<file path="config.mk">
export PLATFORM = sky130hd
export DESIGN_NAME = logic_unit_pipe_flat
export DESIGN_NICKNAME = d
export VERILOG_FILES = /design/src/rtl/logic_unit_pipe_if.sv /design/src/rtl/logic_unit_pipe.sv /design/src/flat_wrapper.sv
export SDC_FILE = /design/constraint.sdc
export NUM_CORES = 1
export LEC_CHECK = 0
export ABC_AREA = 0
export BUFFER_PORTS_ARGS = -buffer_cell sky130_fd_sc_hd__buf_2
export CAP_MARGIN = 20
export CORE_MARGIN = 3
export CORE_UTILIZATION = 51
export CTS_BUF_LIST = sky130_fd_sc_hd__clkbuf_4 sky130_fd_sc_hd__clkbuf_8
export CTS_CLUSTER_DIAMETER = 100
export DETAILED_ROUTE_END_ITERATION = 6
export PLACE_DENSITY = 0.82
export SLEW_MARGIN = 20
export SYNTH_ARGS = -nofsm -noshare
export SYNTH_HDL_FRONTEND = slang
export SYNTH_SLANG_ARGS = --single-unit
export TNS_END_PERCENT = 30
</file>
<file path="constraint.sdc">
create_clock -name clk -period 1.48 [get_ports clk]
set_input_delay 0.444 -clock clk [delete_from_list [all_inputs] [get_ports clk]]
set_output_delay 0.444 -clock clk [all_outputs]
set_load 0.03 [all_outputs]
</file>
<file path="src/rtl/logic_unit_pipe_if.sv">
// Handshake bundle for logic_unit_pipe: operand beat, result beat with flags,
// and the running count of delivered results.
interface logic_unit_pipe_if #(
  parameter int WIDTH   = 8,
  parameter int COUNT_W = 16
);
  logic               in_valid;
  logic               in_ready;
  logic [WIDTH-1:0]   in_a;
  logic [WIDTH-1:0]   in_b;
  logic [2:0]         in_op;
  logic               out_valid;
  logic               out_ready;
  logic [WIDTH-1:0]   out_result;
  logic               out_zero;
  logic               out_parity;
  logic [COUNT_W-1:0] xfer_count;

  modport master (
    output in_valid, in_a, in_b, in_op, out_ready,
    input  in_ready, out_valid, out_result, out_zero, out_parity, xfer_count
  );

  modport slave (
    input  in_valid, in_a, in_b, in_op, out_ready,
    output in_ready, out_valid, out_result, out_zero, out_parity, xfer_count
  );
endinterface

</file>
<file path="src/rtl/logic_unit_pipe.sv">
// Pipelined WIDTH-bit bitwise logic unit: valid/ready on both sides, PIPE_DEPTH
// backpressured stages carrying result plus zero/parity flags, output transfer counter.
module logic_unit_pipe #(
  parameter int WIDTH      = 8,
  parameter int PIPE_DEPTH = 2,
  parameter int COUNT_W    = 16
) (
  input logic              clk,
  input logic              rst_n,
  logic_unit_pipe_if.slave bus
);
  localparam int LAST = PIPE_DEPTH - 1;

  if (PIPE_DEPTH < 1 || PIPE_DEPTH > 4) begin : g_bad_depth
    $error("logic_unit_pipe: PIPE_DEPTH must be in 1..4");
  end

  typedef enum logic [2:0] {
    OP_AND  = 3'b000,
    OP_OR   = 3'b001,
    OP_XOR  = 3'b010,
    OP_NOT  = 3'b011,
    OP_NAND = 3'b100,
    OP_NOR  = 3'b101,
    OP_XNOR = 3'b110,
    OP_BUF  = 3'b111
  } op_e;

  typedef struct packed {
    logic [WIDTH-1:0] result;
    logic             zero;
    logic             parity;
  } stage_t;

  op_e                   w_op;
  stage_t                w_new;
  logic [PIPE_DEPTH-1:0] w_adv;
  logic [PIPE_DEPTH-1:0] w_src_valid;
  stage_t                w_src [PIPE_DEPTH];
  logic [PIPE_DEPTH-1:0] r_valid;
  stage_t                r_stage [PIPE_DEPTH];
  logic [COUNT_W-1:0]    r_xfer_count;

  // NOTE: every always_comb output gets a default first, so no path leaves it unassigned and no latch is inferred.
  always_comb begin
    w_op         = op_e'(bus.in_op);
    w_new.result = '0;
    case (w_op)
      OP_AND:  w_new.result = bus.in_a & bus.in_b;
      OP_OR:   w_new.result = bus.in_a | bus.in_b;
      OP_XOR:  w_new.result = bus.in_a ^ bus.in_b;
      OP_NOT:  w_new.result = ~bus.in_a;
      OP_NAND: w_new.result = ~(bus.in_a & bus.in_b);
      OP_NOR:  w_new.result = ~(bus.in_a | bus.in_b);
      OP_XNOR: w_new.result = ~(bus.in_a ^ bus.in_b);
      OP_BUF:  w_new.result = bus.in_a;
      default: w_new.result = '0;
    endcase
    w_new.zero   = (w_new.result == '0);
    w_new.parity = ^w_new.result;
  end

  // A stage advances when it is empty or everything downstream of it can move;
  // accumulating from the output end gives the same answer without a chained signal.
  always_comb begin
    logic w_room;
    w_adv  = '0;
    w_room = bus.out_ready;
    for (int i = LAST; i >= 0; i--) begin
      w_room   = w_room | ~r_valid[i];
      w_adv[i] = w_room;
    end
  end

  always_comb begin
    w_src_valid = '0;
    for (int i = 0; i < PIPE_DEPTH; i++) w_src[i] = w_new;
    w_src_valid[0] = bus.in_valid;
    for (int i = 1; i < PIPE_DEPTH; i++) begin
      w_src_valid[i] = r_valid[i-1];
      w_src[i]       = r_stage[i-1];
    end
  end

  // NOTE: sequential state uses <= so each stage samples its neighbour's pre-edge value.
  // NOTE: stage data is reset as well, because out_result/out_zero/out_parity must read 0/1/0 out of reset.
  always_ff @(posedge clk or negedge rst_n) begin
    if (!rst_n) begin
      r_valid <= '0;
      for (int i = 0; i < PIPE_DEPTH; i++) begin
        r_stage[i] <= '{result: '0, zero: 1'b1, parity: 1'b0};
      end
    end else begin
      for (int i = 0; i < PIPE_DEPTH; i++) begin
        if (w_adv[i]) begin
          r_valid[i] <= w_src_valid[i];
          if (w_src_valid[i]) r_stage[i] <= w_src[i];
        end
      end
    end
  end

  always_ff @(posedge clk or negedge rst_n) begin
    if (!rst_n) begin
      r_xfer_count <= '0;
    end else if (r_valid[LAST] && bus.out_ready) begin
      r_xfer_count <= r_xfer_count + COUNT_W'(1);
    end
  end

  assign bus.in_ready   = rst_n & w_adv[0];
  assign bus.out_valid  = r_valid[LAST];
  assign bus.out_result = r_stage[LAST].result;
  assign bus.out_zero   = r_stage[LAST].zero;
  assign bus.out_parity = r_stage[LAST].parity;
  assign bus.xfer_count = r_xfer_count;
endmodule
</file>
<file path="src/flat_wrapper.sv">
// flat-port wrapper written by rule: the top's interface ports become plain ports
module logic_unit_pipe_flat 
#(
  parameter int WIDTH      = 8,
  parameter int PIPE_DEPTH = 2,
  parameter int COUNT_W    = 16
)
  (clk, rst_n, bus_in_valid, bus_in_a, bus_in_b, bus_in_op, bus_out_ready, bus_in_ready, bus_out_valid, bus_out_result, bus_out_zero, bus_out_parity, bus_xfer_count);
  logic_unit_pipe_if #(.WIDTH(WIDTH), .COUNT_W(COUNT_W)) bus_i ();
  input logic clk;
  input logic rst_n;
  input wire logic [$bits(bus_i.in_valid)-1:0] bus_in_valid;
  input wire logic [$bits(bus_i.in_a)-1:0] bus_in_a;
  input wire logic [$bits(bus_i.in_b)-1:0] bus_in_b;
  input wire logic [$bits(bus_i.in_op)-1:0] bus_in_op;
  input wire logic [$bits(bus_i.out_ready)-1:0] bus_out_ready;
  output wire logic [$bits(bus_i.in_ready)-1:0] bus_in_ready;
  output wire logic [$bits(bus_i.out_valid)-1:0] bus_out_valid;
  output wire logic [$bits(bus_i.out_result)-1:0] bus_out_result;
  output wire logic [$bits(bus_i.out_zero)-1:0] bus_out_zero;
  output wire logic [$bits(bus_i.out_parity)-1:0] bus_out_parity;
  output wire logic [$bits(bus_i.xfer_count)-1:0] bus_xfer_count;
  assign bus_i.in_valid = bus_in_valid;
  assign bus_i.in_a = bus_in_a;
  assign bus_i.in_b = bus_in_b;
  assign bus_i.in_op = bus_in_op;
  assign bus_i.out_ready = bus_out_ready;
  assign bus_in_ready = bus_i.in_ready;
  assign bus_out_valid = bus_i.out_valid;
  assign bus_out_result = bus_i.out_result;
  assign bus_out_zero = bus_i.out_zero;
  assign bus_out_parity = bus_i.out_parity;
  assign bus_xfer_count = bus_i.xfer_count;
  logic_unit_pipe #(.WIDTH(WIDTH), .PIPE_DEPTH(PIPE_DEPTH), .COUNT_W(COUNT_W)) u_core (.clk(clk), .rst_n(rst_n), .bus(bus_i));
endmodule
</file>
==> run_results.csv <==
group,metric,value,unit
synthesis,yosysTopAreaCellShare,0.379,
placement,dp_hpwl,3.62,mm
worst_setup_path,max_stage_delay,0.48,ns
routing,firstDrtPassIters,4,
routing,routed_wl,5.50,mm
global_route,grt.total_usage,0.194,
synthesis,ys_ff_latch,38,
finish,nets,355,
synthesis,yosys_warnings,0,
clock_network,clk_pin_slew,0.07,ns
sta,fmax,0.499,GHz
die,dieWidth,74.3,um
hold_path,min_path_type,"in2async",
finish,final_core_utilization,0.799,
worst_setup_path,start_kind,"input port",
finish,fin_area,3550,um2
outcome,status,"finished, violations left",
power_and_ir_drop,leakage,1.70,nW
run,max_cap_viol_count,0,
power_and_ir_drop,power,0.00385,W
finish,antenna_cells,0,
synthesis,synthesis.nets,273,
sta,worst_pin_slew,0.456,ns
routing,via_count,1923,
die,start_util,0.535,
worst_setup_path,cp.required,1.64,ns
die,io_pins,51,
synthesis,ys_seq_area_frac,0.401,
worst_setup_path,crit_path_end_kind,"flop",
global_route,grt_max_degree,39,
finish,multi_input_area,1530,um2
clock_network,cts-buffers-inserted,5,
sta,max-slew-margin-rel,0.696,
finish,drive_gt1_frac,0.571,
sta,finalClockSkew,0.00767,ns
clock_network,root_buffer,"clkbuf_8",
global_route,antenna_found_initial,0,
sta,rsz0062_at_grt,"true",
placement,port-buffer-count,50,
clock_network,tritoncts,"built",
global_route,overflow,0,
sta,period_share,1.35,
worst_setup_path,rr_worst_depth,6,
power_and_ir_drop,ir_drop,0.570,mV
global_route,grt_pass1_wl,8.30,mm
worst_setup_path,ff2ff_setup_slack,0.08,ns
outcome,violations,"setup timing",
sta,hold_violations,0,
worst_setup_path,cp_slowest_cell,"mux4_2",
sta,drv_slew,0,
sta,final.setup.worst_slack,-0.524,ns
worst_setup_path,worstPathArrival,2.17,ns
worst_setup_path,crit_type,"in2reg",
worst_setup_path,cp_cell_sequence,"buf_8 > inv_6 > ha_4 > mux4_2 > xnor2_2 > ha_4 > xnor2_2 > xnor2_1 > o21ai_1",
sta,setup_tns,-1.29,ns
routing,antenna_left,0,
synthesis,synth_edf_count,0,
sta,finalSetupViolCount,10,
die,fp.dieH,74.3,um
global_route,grt_pass1_vias,1915,
finish,syn_to_final_growth,49.2,%
routing,via_per_inst,5.28,
synthesis,synthTopCellsByArea,"dfrtp_1, ha_1, mux2_2",
synthesis,synth_top_area_cell,"dfrtp_1",
synthesis,syn_inst,229,
synthesis,ys_types,35,
die,core-area,4440,um2
power_and_ir_drop,powerDensity,1080,nW/um2
placement,place.gp.congestion,0.832,
synthesis,netlist_area,2380,um2
clock_network,ctsLongestPathBuffers,2,
placement,pre_cts_slack,-0.914,ns
clock_network,clk_latency,0.29,ns
finish,fill_cells,257,
die,die_area,5520,um2
synthesis,synth_flop_cell,"dfrtp_1",
placement,dpl-instance-area,3080,um2
die,rows,24,
worst_setup_path,rr_endpoint,"u_core.bus.xfer_count[10]$_DFFE_PN0P_",
routing,wl_per_cell,15.1,um
worst_setup_path,cp_max_fo,2,
synthesis,async_flop_share,1.00,
worst_setup_path,r2r_start,"u_core.bus.xfer_count[0]$_DFFE_PN0P_",
routing,drt_iter0_markers,127,
clock_network,cts_num_sinks,38,
clock_network,cts_htree_levels,2,
sta,period_needed,2.00,ns
synthesis,avgSynthCellArea,10.4,um2
finish,ff_latch_area,963,um2
routing,remaining_drc_errors,0,
-- cells by family after synthesis --
family / synth area share
xor gates and xnor gates: 0.0957
and+or+nand+nor: 0.135
buffers and inverters: 0.0841
AOI/OAI and AO/OA: 0.0605
adders and majority gates: 0.110
muxes: 0.114
DFF: 0.401
-- registers in the layout (all words and copies together) (netlist names) --
| name | cells |
|---|---|
| u_core.bus.xfer_count | 16 |
| u_core.r_stage | 10 |
| u_core.bus.out_result | 8 |
| u_core.r_valid | 2 |
| u_core.bus.out_parity | 1 |
| u_core.bus.out_zero | 1 |
-- metrics by stage --
step                      hold slack (ns)  cells
after floorplan                     0.148    229
after global placement              0.450    349
after detailed placement            0.460    349
after CTS                           0.230    361
after global routing                0.250    364
final                               0.222    364
-- area by class of cell --
cell class,count,share of cell area
clock buffers,8,0.0275
inverters,23,0.0433
multi-input cells,153,0.432
flip-flops and latches,38,0.271
well taps,52,0.0183
repair buffers,90,0.208
-- synth_stat cells (3+ instances only) --
cell type	instances
nor2_1	13
dfrtp_1	36
xnor2_1	16
mux4_2	5
nand3_1	6
mux2_2	14
nand2_1	22
o21ai_0	7
ha_1	21
xor2_1	10
nand2b_1	5
inv_1	23
nand4_1	3
buf_4	11
and2_1	4
o22ai_1	3
-- report_power, final --
group | internal (W) | switching (W) | total [W]
clock | 0.000416 | 0.000327 | 0.000743
sequential | 0.00128 | 0.000169 | 0.00145
combinational | 0.000790 | 0.000867 | 0.00166
total | 0.00249 | 0.00136 | 0.00385
-- cell usage in the layout, fill, tap and decap left out, types with 3 or more instances in the layout --
master | synthesis | final
buf_2 | 1 | 32
inv_12 | 0 | 4
and2_4 | 0 | 3
xor2_1 | 10 | 10
xnor2_2 | 0 | 5
mux2_2 | 14 | 11
inv_1 | 23 | 7
nand2b_1 | 5 | 5
inv_4 | 0 | 3
inv_2 | 0 | 7
nor2_1 | 13 | 13
nand3_1 | 6 | 5
ha_4 | 0 | 12
nand2_1 | 22 | 21
mux2_4 | 0 | 3
buf_4 | 11 | 34
xnor2_1 | 16 | 9
ha_1 | 21 | 9
dfrtp_1 | 36 | 28
buf_8 | 0 | 4
buf_12 | 0 | 5
o21ai_1 | 0 | 5
mux4_2 | 5 | 5
nand4_1 | 3 | 3
clkbuf_8 | 0 | 6
o22ai_1 | 3 | 3
dfrtp_2 | 0 | 8
buf_6 | 2 | 13
clkbuf_4 | 0 | 4
-- worst max-delay path, delay by kind of cell --
kind                     cells  cell delay (ns)
AO/OA/AOI/OAI                1             0.10
XOR/XNOR                     3             0.54
adder cells (fa/ha/maj)      2             0.43
buffers and inverters        2             0.15
multiplexers                 1             0.48
-- timing repair --
item                       CTS  global route
hold buffers                 0             0
pin swaps                   19            15
setup buffers                4             5
resized for setup           42            32
setup endpoints to repair    9            16
-- metal layers --
layer  track usage  vias to the layer above  wire [um]
li1              -                      927          -
met1         0.211                      908       2020
met2         0.364                       72       3090
met3        0.0392                       16        247
met4        0.0830                        0        146
met5             0                        -          0
-- worst max-delay path by stage --
stage | from | end | slack, ns | cells past startpoint
floorplan | bus_in_b[3] | u_core.r_stage[10]$_DFFE_PN0P_ | -0.65 | 10
global placement | bus_in_a[6] | u_core.r_stage[10]$_DFFE_PN0P_ | -0.86 | 9
detailed placement | bus_in_a[6] | u_core.r_stage[10]$_DFFE_PN0P_ | -0.91 | 9
finish | bus_in_a[7] | u_core.r_stage[10]$_DFFE_PN0P_ | -0.52 | 9
CTS | bus_in_b[5] | u_core.r_stage[10]$_DFFE_PN0P_ | -0.42 | 10
global route | bus_in_a[7] | u_core.r_stage[10]$_DFFE_PN0P_ | -0.54 | 9
Note: power is estimated with default switching activity, not from simulation.
